--- src/rtl/twiddle_apply75.sv ---
// Streaming twiddle applicator between the two sub-DFT stages of a 75-point DFT.
// Walks a row*col mod 75 table address per sample, multiplies by W75^k (Q10), rounds and saturates.
module twiddle_apply75 #(
    parameter int WIDTH   = 16,
    parameter int N1      = 15,
    parameter int N2      = 5,
    parameter int INVERSE = 0
) (
    input  logic                    clk,
    input  logic                    rst_n,
    input  logic                    in_valid,
    input  logic                    in_sof,
    input  logic signed [WIDTH-1:0] in_re,
    input  logic signed [WIDTH-1:0] in_im,
    output logic [10:0]             tw_addr,
    input  logic signed [17:0]      tw_re,
    input  logic signed [17:0]      tw_im,
    output logic                    out_valid,
    output logic                    out_sof,
    output logic                    out_eof,
    output logic signed [WIDTH-1:0] out_re,
    output logic signed [WIDTH-1:0] out_im,
    output logic                    frame_err
);
    localparam int PW = WIDTH + 19;
    localparam int SW = WIDTH + 20;
    localparam logic [6:0] COL_LAST = 7'(N2 - 1);
    localparam logic [6:0] ROW_LAST = 7'(N1 - 1);
    localparam logic signed [SW-1:0] MAXV = (SW'(1) <<< (WIDTH - 1)) - SW'(1);
    localparam logic signed [SW-1:0] MINV = ~MAXV;

    logic [6:0] col, row, step, acc;
    logic [6:0] e_col, e_row, e_step, e_acc;
    logic [7:0] acc_sum;
    logic       at_zero, is_last;

    // in_sof restarts the walk: the sample is handled as if all counters were already zero
    always_comb begin
        at_zero = (col == '0) && (row == '0);
        e_col   = in_sof ? '0 : col;
        e_row   = in_sof ? '0 : row;
        e_step  = in_sof ? '0 : step;
        e_acc   = in_sof ? '0 : acc;
        acc_sum = {1'b0, e_acc} + {1'b0, e_step};
        is_last = (e_row == ROW_LAST) && (e_col == COL_LAST);
    end

    assign tw_addr = (in_valid && in_sof) ? '0 : {4'b0000, acc};

    always_ff @(posedge clk) begin
        if (!rst_n) begin
            col  <= '0;
            row  <= '0;
            step <= '0;
            acc  <= '0;
        end else if (in_valid) begin
            if (e_col != COL_LAST) begin
                col  <= e_col + 7'd1;
                acc  <= (acc_sum >= 8'd75) ? 7'(acc_sum - 8'd75) : acc_sum[6:0];
                row  <= e_row;
                step <= e_step;
            end else begin
                col <= '0;
                acc <= '0;
                if (e_row == ROW_LAST) begin
                    row  <= '0;
                    step <= '0;
                end else begin
                    row  <= e_row + 7'd1;
                    step <= (e_step == 7'd74) ? '0 : e_step + 7'd1;
                end
            end
        end
    end

    logic                    s1_v, s1_sof, s1_eof, s1_err, s1_id;
    logic signed [WIDTH-1:0] s1_re, s1_im;
    logic signed [17:0]      s1_wr;
    logic signed [18:0]      s1_wi;
    logic                    s2_v, s2_sof, s2_eof, s2_err, s2_id;
    logic signed [WIDTH-1:0] s2_re, s2_im;
    logic signed [PW-1:0]    p_rr, p_ii, p_ri, p_ir;

    function automatic logic signed [WIDTH-1:0] round_sat(input logic signed [SW-1:0] v);
        logic signed [SW-1:0] s;
        s = (v + SW'(512)) >>> 10;
        if (s > MAXV)      return MAXV[WIDTH-1:0];
        else if (s < MINV) return MINV[WIDTH-1:0];
        else               return s[WIDTH-1:0];
    endfunction

    always_ff @(posedge clk) begin
        if (!rst_n) begin
            s1_v <= 1'b0; s1_sof <= 1'b0; s1_eof <= 1'b0; s1_err <= 1'b0; s1_id <= 1'b0;
            s1_re <= '0; s1_im <= '0; s1_wr <= '0; s1_wi <= '0;
            s2_v <= 1'b0; s2_sof <= 1'b0; s2_eof <= 1'b0; s2_err <= 1'b0; s2_id <= 1'b0;
            s2_re <= '0; s2_im <= '0;
            p_rr <= '0; p_ii <= '0; p_ri <= '0; p_ir <= '0;
            out_valid <= 1'b0; out_sof <= 1'b0; out_eof <= 1'b0; frame_err <= 1'b0;
            out_re <= '0; out_im <= '0;
        end else begin
            s1_v   <= in_valid;
            s1_sof <= in_valid && (in_sof || at_zero);
            s1_eof <= in_valid && is_last;
            s1_err <= in_valid && in_sof && !at_zero;
            s1_id  <= (tw_addr == '0);
            s1_re  <= in_re;
            s1_im  <= in_im;
            s1_wr  <= tw_re;
            s1_wi  <= (INVERSE != 0) ? -19'(tw_im) : 19'(tw_im);

            s2_v   <= s1_v;
            s2_sof <= s1_sof;
            s2_eof <= s1_eof;
            s2_err <= s1_err;
            s2_id  <= s1_id;
            s2_re  <= s1_re;
            s2_im  <= s1_im;
            p_rr   <= PW'(s1_re) * PW'(s1_wr);
            p_ii   <= PW'(s1_im) * PW'(s1_wi);
            p_ri   <= PW'(s1_re) * PW'(s1_wi);
            p_ir   <= PW'(s1_im) * PW'(s1_wr);

            out_valid <= s2_v;
            out_sof   <= s2_sof;
            out_eof   <= s2_eof;
            frame_err <= s2_err;
            // Address 0 bypasses the multiplier so the identity holds regardless of table contents
            out_re <= s2_id ? s2_re : round_sat(SW'(p_rr) - SW'(p_ii));
            out_im <= s2_id ? s2_im : round_sat(SW'(p_ri) + SW'(p_ir));
        end
    end
endmodule
--- config.mk ---
export PLATFORM = sky130hd
export DESIGN_NAME = twiddle_apply75
export DESIGN_NICKNAME = d
export VERILOG_FILES = /design/src/rtl/twiddle_apply75.sv
export SDC_FILE = /design/constraint.sdc
export NUM_CORES = 2
export LEC_CHECK = 0
export ABC_AREA = 1
export CAP_MARGIN = 20
export CORE_MARGIN = 2
export CORE_UTILIZATION = 35
export CTS_CLUSTER_SIZE = 20
export DETAILED_ROUTE_END_ITERATION = 10
export GPL_TIMING_DRIVEN = 0
export HOLD_SLACK_MARGIN = 0.08
export SYNTH_ARGS = -nofsm -noshare
export SYNTH_HDL_FRONTEND = slang
export SYNTH_SLANG_ARGS = --single-unit
--- constraint.sdc ---
create_clock -name clk -period 10.4 [get_ports clk]
set_clock_uncertainty 0.15 [all_clocks]
set_input_delay 2.08 -clock clk [delete_from_list [all_inputs] [get_ports clk]]
set_output_delay 2.08 -clock clk [all_outputs]
set_load 0.05 [all_outputs]
==> impl_metrics.tcl <==
set metrics [dict create \
    multi_input_area_um2 44100 \
    yosysMostFrequentCell "inv_1" \
    viasPerCell 4.96 \
    max_freq_ghz 0.109 \
    drt_pass1_iterations 6 \
    cts_sinks 310 \
    synth_area_um2 60000 \
    globalRouteOverflowTotal 0 \
    cts_resized 0 \
    htreeDepth 2 \
    synthSimpleGateAreaFrac 0.162 \
    synth_adder_area_share 0.490 \
    critPathKind "reg2reg" \
    end_kind "register" \
    clk_pin_slew_ns 0.06 \
    worstHoldStart "s2_v$_SDFF_PN0_" \
    core_area_um2 170000 \
    period_needed_ns 9.16 \
    synth_seq_cells 310 \
    insertion_delay_ns 0.68 \
    drive_gt1_frac 0.0251 \
    root_buffer "clkbuf_16" \
    critPathRequiredTime_ns 10.75 \
    port_buffers 113 \
    ys.flop_type "dfxtp_1" \
    worstSetupStartpoint "s1_re[3]$_SDFF_PN0_" \
    slew_headroom 0.128 \
    synth_seq_area_share 0.104 \
    syn2layout_area_growth_pct 9.93 \
    hold_viol_final 0 \
    r2r-start "s1_re[3]$_SDFF_PN0_" \
    synth_xor_area_frac 0.0140 \
    cap_viol_max_count 0 \
    cp.arrival_ns 9.52 \
    dieArea_um2 175000 \
    ys_warn_count 0 \
    synth_top_family_by_area "adder cells" \
    tns_ns 0 \
    yosysTopAreaCellShare 0.388 \
    synth_area_leaders "fa_1 (39%), inv_1 (14%), nand2_1 (12%)" \
    rows 151 \
    regArea_um2 6210 \
    dpl.hpwl_um 198000 \
    status "finished, final reports clean" \
    finalInstanceArea_um2 65900 \
    totalWireLength_um 233000 \
    io_pins 119 \
    grt_max_degree 15 \
    start_kind "register" \
    irDropWorstVdd_mv 0.131 \
    clk_path_buf_depth 3 \
    postCtsSetupBuffers 0 \
    rsz0062_at_grt "false" \
    die_w_um 418 \
    die_y_um 418 \
    synth.avg_cell_area_um2 7.68 \
    avgRoutedWirePerCell_um 22.7 \
    synth.largest_area_cell "fa_1" \
    cts_tree "done" \
    synth_compound_area_frac 0.0688 \
    critPathMaxFanout 10 \
    start_util 0.353 \
    leakage_nw 38.0 \
    placedInstanceArea_um2 64300 \
    ys_types 57 \
    nFillCells 17700 \
    yosys-top-cells-count "inv_1 (2266), nand2_1 (1860), fa_1 (1161)" \
    hold_buffers 0 \
    grt_pass1_vias 51900 \
    drt_iter0_markers 4522 \
    gp_congestion 1.06 \
    total_power_w 0.0118 \
    final_antenna_net_count 0 \
    finalCritPeriodShare 0.881 \
    drc 0 \
    nNetsFinal 9733 \
    powerDensity_nw_per_um2 180 \
    grt_pass1_wl_um 342000 \
    grt.total_usage 0.270 \
    synth-edff-count 0 \
    slew_viol_final 0 \
    ys_async_sr_fraction 0 \
    vias 50900 \
    antenna_found_initial 8 \
    finalSetupViolations 0 \
    cts_inserted_buffers 43 \
    synth_cells 7811 \
    synthMuxAreaShare 0 \
    min_path_type "reg2reg" \
    tightest_slew_ns 1.31 \
]
==> power breakdown <==
| group | internal, W | leakage (nW) | switching (W) |
|---|---|---|---|
| Combinational | 0.00288 | 34.7 | 0.00588 |
| Clock | 0.000840 | 0.683 | 0.000669 |
| Sequential | 0.00145 | 2.57 | 0.000132 |
==> cells by family (layout without fill, tap and decap cells) <==
kind of cell	count (synthesis)	after routing
XOR/XNOR	93	93
AO/OA/AOI/OAI	729	729
buffers and inverters	2567	2796
adder cells (fa/ha/maj)	1651	1651
flip-flops	310	310
other	1	10
AND/OR/NAND/NOR	2460	2460
==> per-layer routing <==
metal	global-route usage	wire length (µm)	vias to the layer above
met5	0	18	-
met4	0.166	17500	2
met3	0.0581	21200	568
met2	0.416	101000	2323
met1	0.345	92800	25100
li1	-	-	23000
==> cell type report <==
class | count | area share
Antenna cell | 6 | 0.000228
Buffer | 290 | 0.0175
Clock buffer | 51 | 0.0175
Clock inverter | 27 | 0.00408
Inverter | 2277 | 0.130
Multi-Input combinational cell | 4937 | 0.668
Sequential cell | 310 | 0.0942
Tap cell | 2218 | 0.0421
Timing Repair Buffer | 151 | 0.0262
==> state kept, by name, summed over array words and instances (netlist names), 7 cells and up <==
signal  cells
acc         7
col         7
out_im     16
out_re     16
p_ii       34
p_ir       34
p_ri       34
p_rr       34
row         7
s1_im      16
s1_re      16
s1_wi      18
s1_wr      18
s2_im      16
s2_re      16
step        7
==> per-stage QoR <==
stage               worst slack (ns)  instances   util  hold WS, ns
floorplan                       4.38       7814      -        0.240
global placement                1.88      10100  0.376        0.261
detailed placement              1.78      10200  0.379        0.255
CTS                             1.72      10300  0.387        0.272
global route                    1.27      10300  0.388        0.298
finish                          1.24      10300  0.388        0.268
==> worst max-delay path, stage by stage, from the launching register on <==
cell	delay, ns
dfxtp_1	0.30
clkbuf_1	0.89
clkbuf_1	0.96
nand2_1	0.11
inv_1	0.12
fa_1	0.58
fa_1	0.92
fa_1	0.53
fa_1	0.50
fa_1	0.50
inv_1	0.05
fa_1	0.47
inv_1	0.04
ha_1	0.44
a21oi_1	0.64
o21ai_0	0.21
a21oi_1	0.19
o211ai_1	0.23
a21boi_0	0.43
o21ai_0	0.15
and2_1	0.18
nor2_1	0.35
==> final timing paths <==
check	depth (start not counted)	slack [ns]	to
setup / recovery	21	1.24	p_rr[32]$_SDFF_PN0_
setup reg to reg	21	1.24	p_rr[32]$_SDFF_PN0_
hold reg to reg	2	0.27	out_valid$_SDFF_PN0_
hold / removal	2	0.27	out_valid$_SDFF_PN0_
==> layout by cell type (no fill, tap or decap), types with 10 or more instances in the layout <==
master / netlist / layout
o21a_1: 34 / 34
a21oi_1: 344 / 344
a31oi_1: 28 / 28
fa_1: 1161 / 1161
o211ai_1: 12 / 12
nand3_1: 115 / 115
nor2_2: 10 / 10
a21boi_0: 15 / 15
a21oi_2: 20 / 20
xnor2_1: 54 / 54
nor2_1: 364 / 364
dfxtp_1: 310 / 310
nor3_1: 31 / 31
xor2_1: 37 / 37
ha_1: 490 / 490
nand4_1: 20 / 20
o21ai_0: 192 / 192
buf_8: 2 / 33
clkdlybuf4s50_1: 0 / 113
nor4_1: 16 / 16
o21ai_1: 12 / 12
clkbuf_1: 212 / 211
nand2_1: 1860 / 1860
o21bai_1: 33 / 33
inv_1: 2266 / 2266
nand2_2: 19 / 19
buf_1: 67 / 67
clkbuf_16: 0 / 43
a21o_1: 14 / 14
Power figures use the tool's default switching activity.
